==> src/rtl/traffic_pkg.sv <==
// Shared types for the two-road intersection controller:
// lamp codes, FSM states and the state-to-lamp decode.
package traffic_pkg;

  typedef enum logic [1:0] {
    RED    = 2'b00,
    YELLOW = 2'b01,
    GREEN  = 2'b10
  } light_t;

  typedef enum logic [1:0] {
    S_AG = 2'b00,
    S_AY = 2'b01,
    S_BG = 2'b10,
    S_BY = 2'b11
  } state_t;

  function automatic int cnt_width(int maxv);
    return (maxv < 1) ? 1 : $clog2(maxv + 1);
  endfunction

  function automatic light_t light_a(state_t s);
    light_t l;
    case (s)
      S_AG:    l = GREEN;
      S_AY:    l = YELLOW;
      default: l = RED;
    endcase
    return l;
  endfunction

  function automatic light_t light_b(state_t s);
    light_t l;
    case (s)
      S_BG:    l = GREEN;
      S_BY:    l = YELLOW;
      default: l = RED;
    endcase
    return l;
  endfunction

endpackage

==> src/rtl/traffic_dwell_timer.sv <==
// Saturating dwell counter with synchronous clear and
// asynchronous active-high reset.
module traffic_dwell_timer
  import traffic_pkg::*;
#(
  parameter int WIDTH = 1,
  parameter int MAXV  = 0
) (
  input  logic             clk_i,
  input  logic             rst_i,
  input  logic             clr_i,
  output logic [WIDTH-1:0] count_o
);

  localparam logic [WIDTH-1:0] MAXC = WIDTH'(MAXV);

  logic [WIDTH-1:0] count_q;
  logic [WIDTH-1:0] count_d;

  always_comb begin
    count_d = count_q;
    if (clr_i) begin
      count_d = '0;
    end else if (count_q != MAXC) begin
      count_d = count_q + 1'b1;
    end
  end

  always_ff @(posedge clk_i or posedge rst_i) begin
    if (rst_i) begin
      count_q <= '0;
    end else begin
      count_q <= count_d;
    end
  end

  assign count_o = count_q;

endmodule

==> src/rtl/traffic_problem_fsm.sv <==
// Moore controller for a two-road intersection; the green road
// holds while its sensor reports traffic, then hands over via yellow.
module traffic_problem_fsm
  import traffic_pkg::*;
#(
  parameter int YELLOW_CYCLES = 1,
  parameter int MIN_GREEN     = 1
) (
  input  logic       clk,
  input  logic       reset,
  input  logic       ta,
  input  logic       tb,
  output logic [1:0] la,
  output logic [1:0] lb
);

  localparam int DMAX =
    ((YELLOW_CYCLES > MIN_GREEN) ? YELLOW_CYCLES : MIN_GREEN) - 1;
  localparam int DW = cnt_width(DMAX);
  localparam logic [31:0] YLAST = YELLOW_CYCLES - 1;
  localparam logic [31:0] GLAST = MIN_GREEN - 1;

  state_t          state_q;
  state_t          state_d;
  logic [DW-1:0]   cnt;
  logic [31:0]     dwell;
  logic            yel_done;
  logic            grn_done;
  logic            clr;

  // Counter restarts whenever the state is about to change.
  assign clr = (state_d != state_q);

  traffic_dwell_timer #(
    .WIDTH (DW),
    .MAXV  (DMAX)
  ) u_dwell (
    .clk_i   (clk),
    .rst_i   (reset),
    .clr_i   (clr),
    .count_o (cnt)
  );

  assign dwell    = 32'(cnt);
  assign yel_done = (dwell == YLAST);
  assign grn_done = (dwell >= GLAST);

  always_comb begin
    state_d = S_AG;
    case (state_q)
      S_AG: state_d = (!ta && grn_done) ? S_AY : S_AG;
      S_AY: state_d = yel_done ? S_BG : S_AY;
      S_BG: state_d = (!tb && grn_done) ? S_BY : S_BG;
      S_BY: state_d = yel_done ? S_AG : S_BY;
      default: state_d = S_AG;
    endcase
  end

  always_ff @(posedge clk or posedge reset) begin
    if (reset) begin
      state_q <= S_AG;
    end else begin
      state_q <= state_d;
    end
  end

  assign la = light_a(state_q);
  assign lb = light_b(state_q);

endmodule

==> config.mk <==
export PLATFORM = sky130hd
export DESIGN_NAME = traffic_problem_fsm
export DESIGN_NICKNAME = d
export VERILOG_FILES = /design/src/rtl/traffic_pkg.sv /design/src/rtl/traffic_dwell_timer.sv /design/src/rtl/traffic_problem_fsm.sv
export SDC_FILE = /design/constraint.sdc
export NUM_CORES = 1
export LEC_CHECK = 0
export CAP_MARGIN = 20
export CORE_AREA = 2 2 39 41
export DETAILED_ROUTE_END_ITERATION = 12
export DIE_AREA = 0 0 41 43
export PLACE_DENSITY_LB_ADDON = 0.1
export SETUP_SLACK_MARGIN = 0.4
export SYNTH_ARGS = -nofsm -noshare
export SYNTH_HDL_FRONTEND = slang
export SYNTH_HIERARCHICAL = 1
export SYNTH_SLANG_ARGS = --single-unit
==> constraint.sdc <==
create_clock -name clk -period 0.81 [get_ports clk]
set_input_delay 0.081 -clock clk [delete_from_list [all_inputs] [get_ports clk]]
set_output_delay 0.081 -clock clk [all_outputs]
set_load 0.05 [all_outputs]
==> results of run 1 <==
layer usage:
layer	global-route usage [%]	part of all wire, %	vias to the layer above
met5	0	0	-
met4	6.00	0	0
met3	3.14	3.8	0
met2	5.31	54	3
met1	6.43	42	51
li1	-	-	64
final cells by class:
class / instances / area [sq um]
Tap cell: 16 / 20.0
Inverter: 1 / 3.75
Fill cell: 149 / 1040
Multi-Input combinational cell: 10 / 104
Sequential cell: 2 / 52.6
Timing Repair Buffer: 10 / 136
Clock buffer: 3 / 22.5
stage by stage:
| stage | setup WS [ps] | instance area [sq um] | setup TNS (ps) | hold WS (ps) | cells |
|---|---|---|---|---|---|
| 6_report | -268 | 339 | -1440 | 12.4 | 42 |
| 3_3_place_gp | -153 | 289 | -398 | 243 | 37 |
| 3_5_place_dp | -161 | 289 | -449 | 240 | 37 |
| 5_1_grt | -311 | 339 | -1680 | 19.4 | 42 |
| 2_1_floorplan | -117 | 159 | -309 | -178 | 14 |
| 4_1_cts | -284 | 328 | -1530 | 6.83 | 42 |
path summary, 6_finish.rpt:
| check | slack, ps | cells past startpoint | endpoint | start |
|---|---|---|---|---|
| max reg2reg | -260 | 3 | state_q[0] | state_q[1] |
| max in group asynchronous | 680 | 2 | state_q[0] | reset |
| min reg2reg | 670 | 2 | state_q[1] | state_q[1] |
| max | -270 | 2 | lb[0] | state_q[0] |
| min in group clk | 530 | 3 | state_q[0] | ta |
| min | 10 | 2 | state_q[1] | reset |
worst reg2reg max path, delay by kind of cell, from the launching register on:
kind | cells | cell delay [ps]
mux | 1 | 290
flops | 1 | 450
compound gates | 1 | 100
buf+inv | 1 | 150
cell usage in the layout, fill, tap and decap left out:
cell type        n
buf_12           4
clkbuf_4         3
clkdlybuf4s50_1  3
nor2b_4          2
buf_4            2
dfrtp_2          2
and2_4           1
nor2_4           1
mux2_4           1
nand2_1          1
o21ai_2          1
nand2b_2         1
xnor2_2          1
inv_1            1
buf_6            1
conb_1           1
what timing repair did:
item / in CTS / in global routing
endpoints found under the hold margin: 0 / 0
gates resized for setup: 1 / 2
gates cloned: 0 / 0
setup buffers: 2 / 0
setup endpoints to repair: 6 / 6
==> impl_table.tex, run 1 <==
\begin{tabular}{lr}
\hline
Metric & Value \\
\hline
\multicolumn{2}{l}{\textbf{Die}} \\
\quad I/O pin count & 8 \\
\quad Die ar. & 1760 sq um \\
\quad Die Width & 41 um \\
\quad Die span in y & 43 um \\
\quad Floorplan row count & 14 \\
\quad Initial cell density of the core & 9.58\% \\
\quad Floorplan core area & 1380 sq um \\
\multicolumn{2}{l}{\textbf{Worst setup path}} \\
\quad Worst path top cell family by delay & flip-flops \\
\quad Crit path max-delay cell type & dfrtp\_2 \\
\quad Arrival @ worst endpoint & 1000 ps \\
\quad Worst Path Class, Setup & register to output pin \\
\quad Startpoint types & register \\
\quad Ordered list of cells on the worst path & and2\_4 > buf\_12 \\
\quad Element type at the critical path end & output pin \\
\quad WP data required & 730 ps \\
\quad Highest fanout seen on the critical path & 5 \\
\quad Highest cell delay on the worst timing path & 450 ps \\
\quad Buffering stage count on the worst path with inverters included & 1 \\
\multicolumn{2}{l}{\textbf{Global routing}} \\
\quad Total global-route track usage & 5.22\% \\
\quad Wire length of the first global-routing pass & 545 um \\
\quad Via count of the first global-routing pass & 125 \\
\quad Final global-route overflow total & 0 \\
\quad Pin count of the biggest net entering global routing & 6 \\
\quad Initial antenna violation count & 0 \\
\multicolumn{2}{l}{\textbf{Timing}} \\
\quad Final setup violation count & 6 \\
\quad Max Clk Rate & 0.927 GHz \\
\quad Clock period minus final worst setup slack & 1080 ps \\
\quad Min setup slack post-route & -268 ps \\
\quad Period utilisation layout & 133\% \\
\quad Largest clock skew in the final design & 1.06 ps \\
\quad Count of final max-slew check failures & 0 \\
\quad Final number of hold-violating endpoints & 0 \\
\quad Unrepaired setup endpoints after global routing & true \\
\multicolumn{2}{l}{\textbf{Clocking}} \\
\quad Clock buffer count from CTS & 3 \\
\quad Skew-Pair Late Insertion Delay & 220 ps \\
\quad Clock-pin slew on the worst setup and hold paths & 30 ps \\
\quad Clock root buffer & clkbuf\_4 \\
\quad Clock net sink count & 2 \\
\quad TritonCTS clock tree & yes \\
\quad Clock H-tree levels & 1 \\
\quad CTS hold repair buffers & 0 \\
\quad Max Buffers Root-to-Sink & 2 \\
\multicolumn{2}{l}{\textbf{Routing}} \\
\quad Total number of vias & 118 \\
\quad Routed length per placed instance & 6.98 um \\
\quad Number of vias per cell after detailed routing & 2.81 \\
\quad DRC viols & 0 \\
\quad Detailed-router iteration count before antenna repair & 1 \\
\quad Initial DRC count & 0 \\
\quad Final wirelength & 293 um \\
\quad Remaining number of nets flagged by the antenna check after routing & 0 \\
\multicolumn{2}{l}{\textbf{Logic synthesis}} \\
\quad Syn Inst Count & 14 \\
\quad Summed instance area of the synthesized netlist & 133 sq um \\
\quad Syn. warnings & 6 \\
\quad Synthesized area per cell & 9.47 sq um \\
\quad Net Count, Synth & 18 \\
\multicolumn{2}{l}{\textbf{Layout}} \\
\quad Number of diodes added for antenna fixing & 0 \\
\quad Final nets & 32 \\
\quad Top flop regs & state\_q x2 \\
\quad Post-layout util & 24.5\% \\
\quad Number of flip-flops under the largest register name & 2 \\
\quad Layout overhead on the synthesized area & 156\% \\
\quad Largest register by flop count & state\_q \\
\quad Fraction of layout instances using a drive strength above 1 & 76.9\% \\
\multicolumn{2}{l}{\textbf{Outcome}} \\
\quad Result of the run & finished, violations left \\
\quad Violated checks & setup timing \\
\multicolumn{2}{l}{\textbf{Flow run}} \\
\quad Max-cap violation count & 0 \\
\multicolumn{2}{l}{\textbf{Placement}} \\
\quad PortBufs & 7 \\
\multicolumn{2}{l}{\textbf{Min path}} \\
\quad Worst min-delay path category & input pin to async pin \\
\hline
\end{tabular}
Power of run 1 is not shown: default switching activity piles up to over one toggle a cycle in this logic, so the estimate is an artifact.
==> inputs of run 2 (changes only) <==
==> constraint.sdc (replaced) <==
create_clock -name clk -period 0.95 [get_ports clk]
set_input_delay 0.095 -clock clk [delete_from_list [all_inputs] [get_ports clk]]
set_output_delay 0.095 -clock clk [all_outputs]
set_load 0.05 [all_outputs]
==> run 2 against run 1 <==
The run still ends with setup timing left. Register-to-register slack gained 130 ps. Cell area is 3.3% lower. Via count unchanged. Non-clock buffer count unchanged. Clock-buffer cell count is the same. Flip-flop and latch count unchanged. Critical path depth did not move. Critical path type unchanged.
==> impl_table.tex, run 2 (same netlist as run 1, synthesis figures left out) <==
\begin{tabular}{lr}
\hline
Metric & Value \\
\hline
\multicolumn{2}{l}{\textbf{Clocking}} \\
\quad Clock buffer count from CTS & 3 \\
\quad Clock-pin slew on the worst setup and hold paths & 30 ps \\
\quad Max Buffers Root-to-Sink & 2 \\
\quad TritonCTS clock tree & yes \\
\quad Skew-Pair Late Insertion Delay & 220 ps \\
\quad Clock H-tree levels & 1 \\
\quad Clock net sink count & 2 \\
\quad Clock root buffer & clkbuf\_4 \\
\multicolumn{2}{l}{\textbf{Timing}} \\
\quad Max Clk Rate & 0.915 GHz \\
\quad Min setup slack post-route & -143 ps \\
\quad Final number of hold-violating endpoints & 0 \\
\quad Final setup violation count & 6 \\
\quad Clock period minus final worst setup slack & 1090 ps \\
\quad Largest clock skew in the final design & 1.12 ps \\
\quad Count of final max-slew check failures & 0 \\
\quad Unrepaired setup endpoints after global routing & true \\
\quad Period utilisation layout & 115\% \\
\multicolumn{2}{l}{\textbf{Routing}} \\
\quad Remaining number of nets flagged by the antenna check after routing & 0 \\
\quad DRC viols & 0 \\
\quad Detailed-router iteration count before antenna repair & 1 \\
\quad Routed length per placed instance & 7.02 um \\
\quad Initial DRC count & 0 \\
\quad Total number of vias & 118 \\
\quad Number of vias per cell after detailed routing & 2.81 \\
\quad Final wirelength & 295 um \\
\multicolumn{2}{l}{\textbf{Layout}} \\
\quad Layout overhead on the synthesized area & 147\% \\
\quad Leading cell types in the layout, fill and taps excluded & 4 x buf\_12, 3 x clkbuf\_4, 3 x clkdlybuf4s50\_1, 3 x buf\_4 \\
\quad Number of flip-flops under the largest register name & 2 \\
\quad Top flop regs & state\_q x2 \\
\quad Number of standard cells in the final layout excluding fillers & 42 \\
\quad Count of fill cells added during filler insertion & 153 \\
\quad Largest register by flop count & state\_q \\
\quad Number of diodes added for antenna fixing & 0 \\
\quad Fraction of layout instances using a drive strength above 1 & 73.1\% \\
\quad Leading cell type in the layout, fill and taps excluded & buf\_12 \\
\quad Final nets & 32 \\
\multicolumn{2}{l}{\textbf{Worst setup path}} \\
\quad Reg-to-reg critical path endpoint & state\_q[0] \\
\quad Element type at the critical path end & output pin \\
\quad WP data required & 850 ps \\
\quad Startpoint of the worst-slack reg-to-reg timing path & state\_q[1] \\
\quad Cells on worst reg2reg path & 3 \\
\quad Highest fanout seen on the critical path & 5 \\
\quad Buffering stage count on the worst path with inverters included & 1 \\
\quad FF-to-FF setup slack & -130 ps \\
\quad Startpoint types & register \\
\quad Worst Path Class, Setup & register to output pin \\
\quad Arrival @ worst endpoint & 1000 ps \\
\quad Worst path top cell family by delay & flip-flops \\
\quad Highest cell delay on the worst timing path & 450 ps \\
\quad Crit path max-delay cell type & dfrtp\_2 \\
\quad Ordered list of cells on the worst path & and2\_4 > buf\_12 \\
\multicolumn{2}{l}{\textbf{Outcome}} \\
\quad Result of the run & finished, violations left \\
\quad Violated checks & setup timing \\
\multicolumn{2}{l}{\textbf{Die}} \\
\quad I/O pin count & 8 \\
\quad Die Width & 41 um \\
\quad Initial cell density of the core & 9.58\% \\
\quad Die ar. & 1760 sq um \\
\quad Floorplan core area & 1380 sq um \\
\quad Floorplan row count & 14 \\
\quad Die span in y & 43 um \\
\multicolumn{2}{l}{\textbf{Placement}} \\
\quad PortBufs & 7 \\
\quad Post-Place Cells & 37 \\
\multicolumn{2}{l}{\textbf{Global routing}} \\
\quad Wire length of the first global-routing pass & 545 um \\
\quad Via count of the first global-routing pass & 125 \\
\quad Total global-route track usage & 5.22\% \\
\quad Final global-route overflow total & 0 \\
\quad Pin count of the biggest net entering global routing & 6 \\
\quad Initial antenna violation count & 0 \\
\multicolumn{2}{l}{\textbf{Min path}} \\
\quad Worst min-delay path category & input pin to async pin \\
\multicolumn{2}{l}{\textbf{Flow run}} \\
\quad Max-cap violation count & 0 \\
\hline
\end{tabular}
## run 2: cell counts in the layout (fill, tap and decap cells not counted)
No cell type changed its count.
## run 2: timing repair
item                                    CTS  global route
pin swaps                                 1             1
buffers inserted                          2             0
endpoints found under the setup margin    6             6
hold buffers                              0             0
resized for setup                         1             0
hold endpoints to repair                  0             0
## run 2: routing by layer
metal / share of wire (%) / track usage [%] / up-vias
li1: - / - / 64
met1: 42 / 6.43 / 51
met2: 54 / 5.31 / 3
met3: 3.7 / 3.14 / 0
met4: 0 / 6.00 / 0
met5: 0 / 0 / -
## run 2: final cells by class
| type | instances | area [sq um] | area share, % |
|---|---|---|---|
| Timing Repair Buffer | 10 | 133 | 40.5 |
| Multi-Input combinational cell | 10 | 96.3 | 29.4 |
| Sequential cell | 2 | 52.6 | 16.0 |
| Clock buffer | 3 | 22.5 | 6.87 |
| Tap cell | 16 | 20.0 | 6.11 |
| Inverter | 1 | 3.75 | 1.15 |
## run 2: worst reg2reg max path, stage by stage (launching register included)
cell     delay, ps
dfrtp_2        450
buf_4          170
mux2_4         290
o21ai_2        100
## run 2: worst max path at each step
stage | start | endpoint | depth (start not counted)
after floorplan | state_q[1] | state_q[0] | 2
after detailed placement | state_q[1] | state_q[0] | 2
after global routing | state_q[0] | lb[0] | 2
after global placement | state_q[1] | state_q[0] | 2
after CTS | state_q[0] | lb[0] | 2
final | state_q[0] | lb[0] | 2
## run 2: metrics by stage
stage          instance area [sq um]  utilization (%)  setup TNS, ps  hold slack (ps)  setup WS, ps
6_report                         328             23.7           -662             26.3          -143
3_3_place_gp                     289             20.9          -13.4              257         -13.4
3_5_place_dp                     289             20.9          -21.0              254         -21.0
2_1_floorplan                    159                -              0             -164          22.7
4_1_cts                          328             23.7           -741             20.8          -156
5_1_grt                          328             23.7           -927             33.4          -175
Power of run 2 is left out for the same reason.
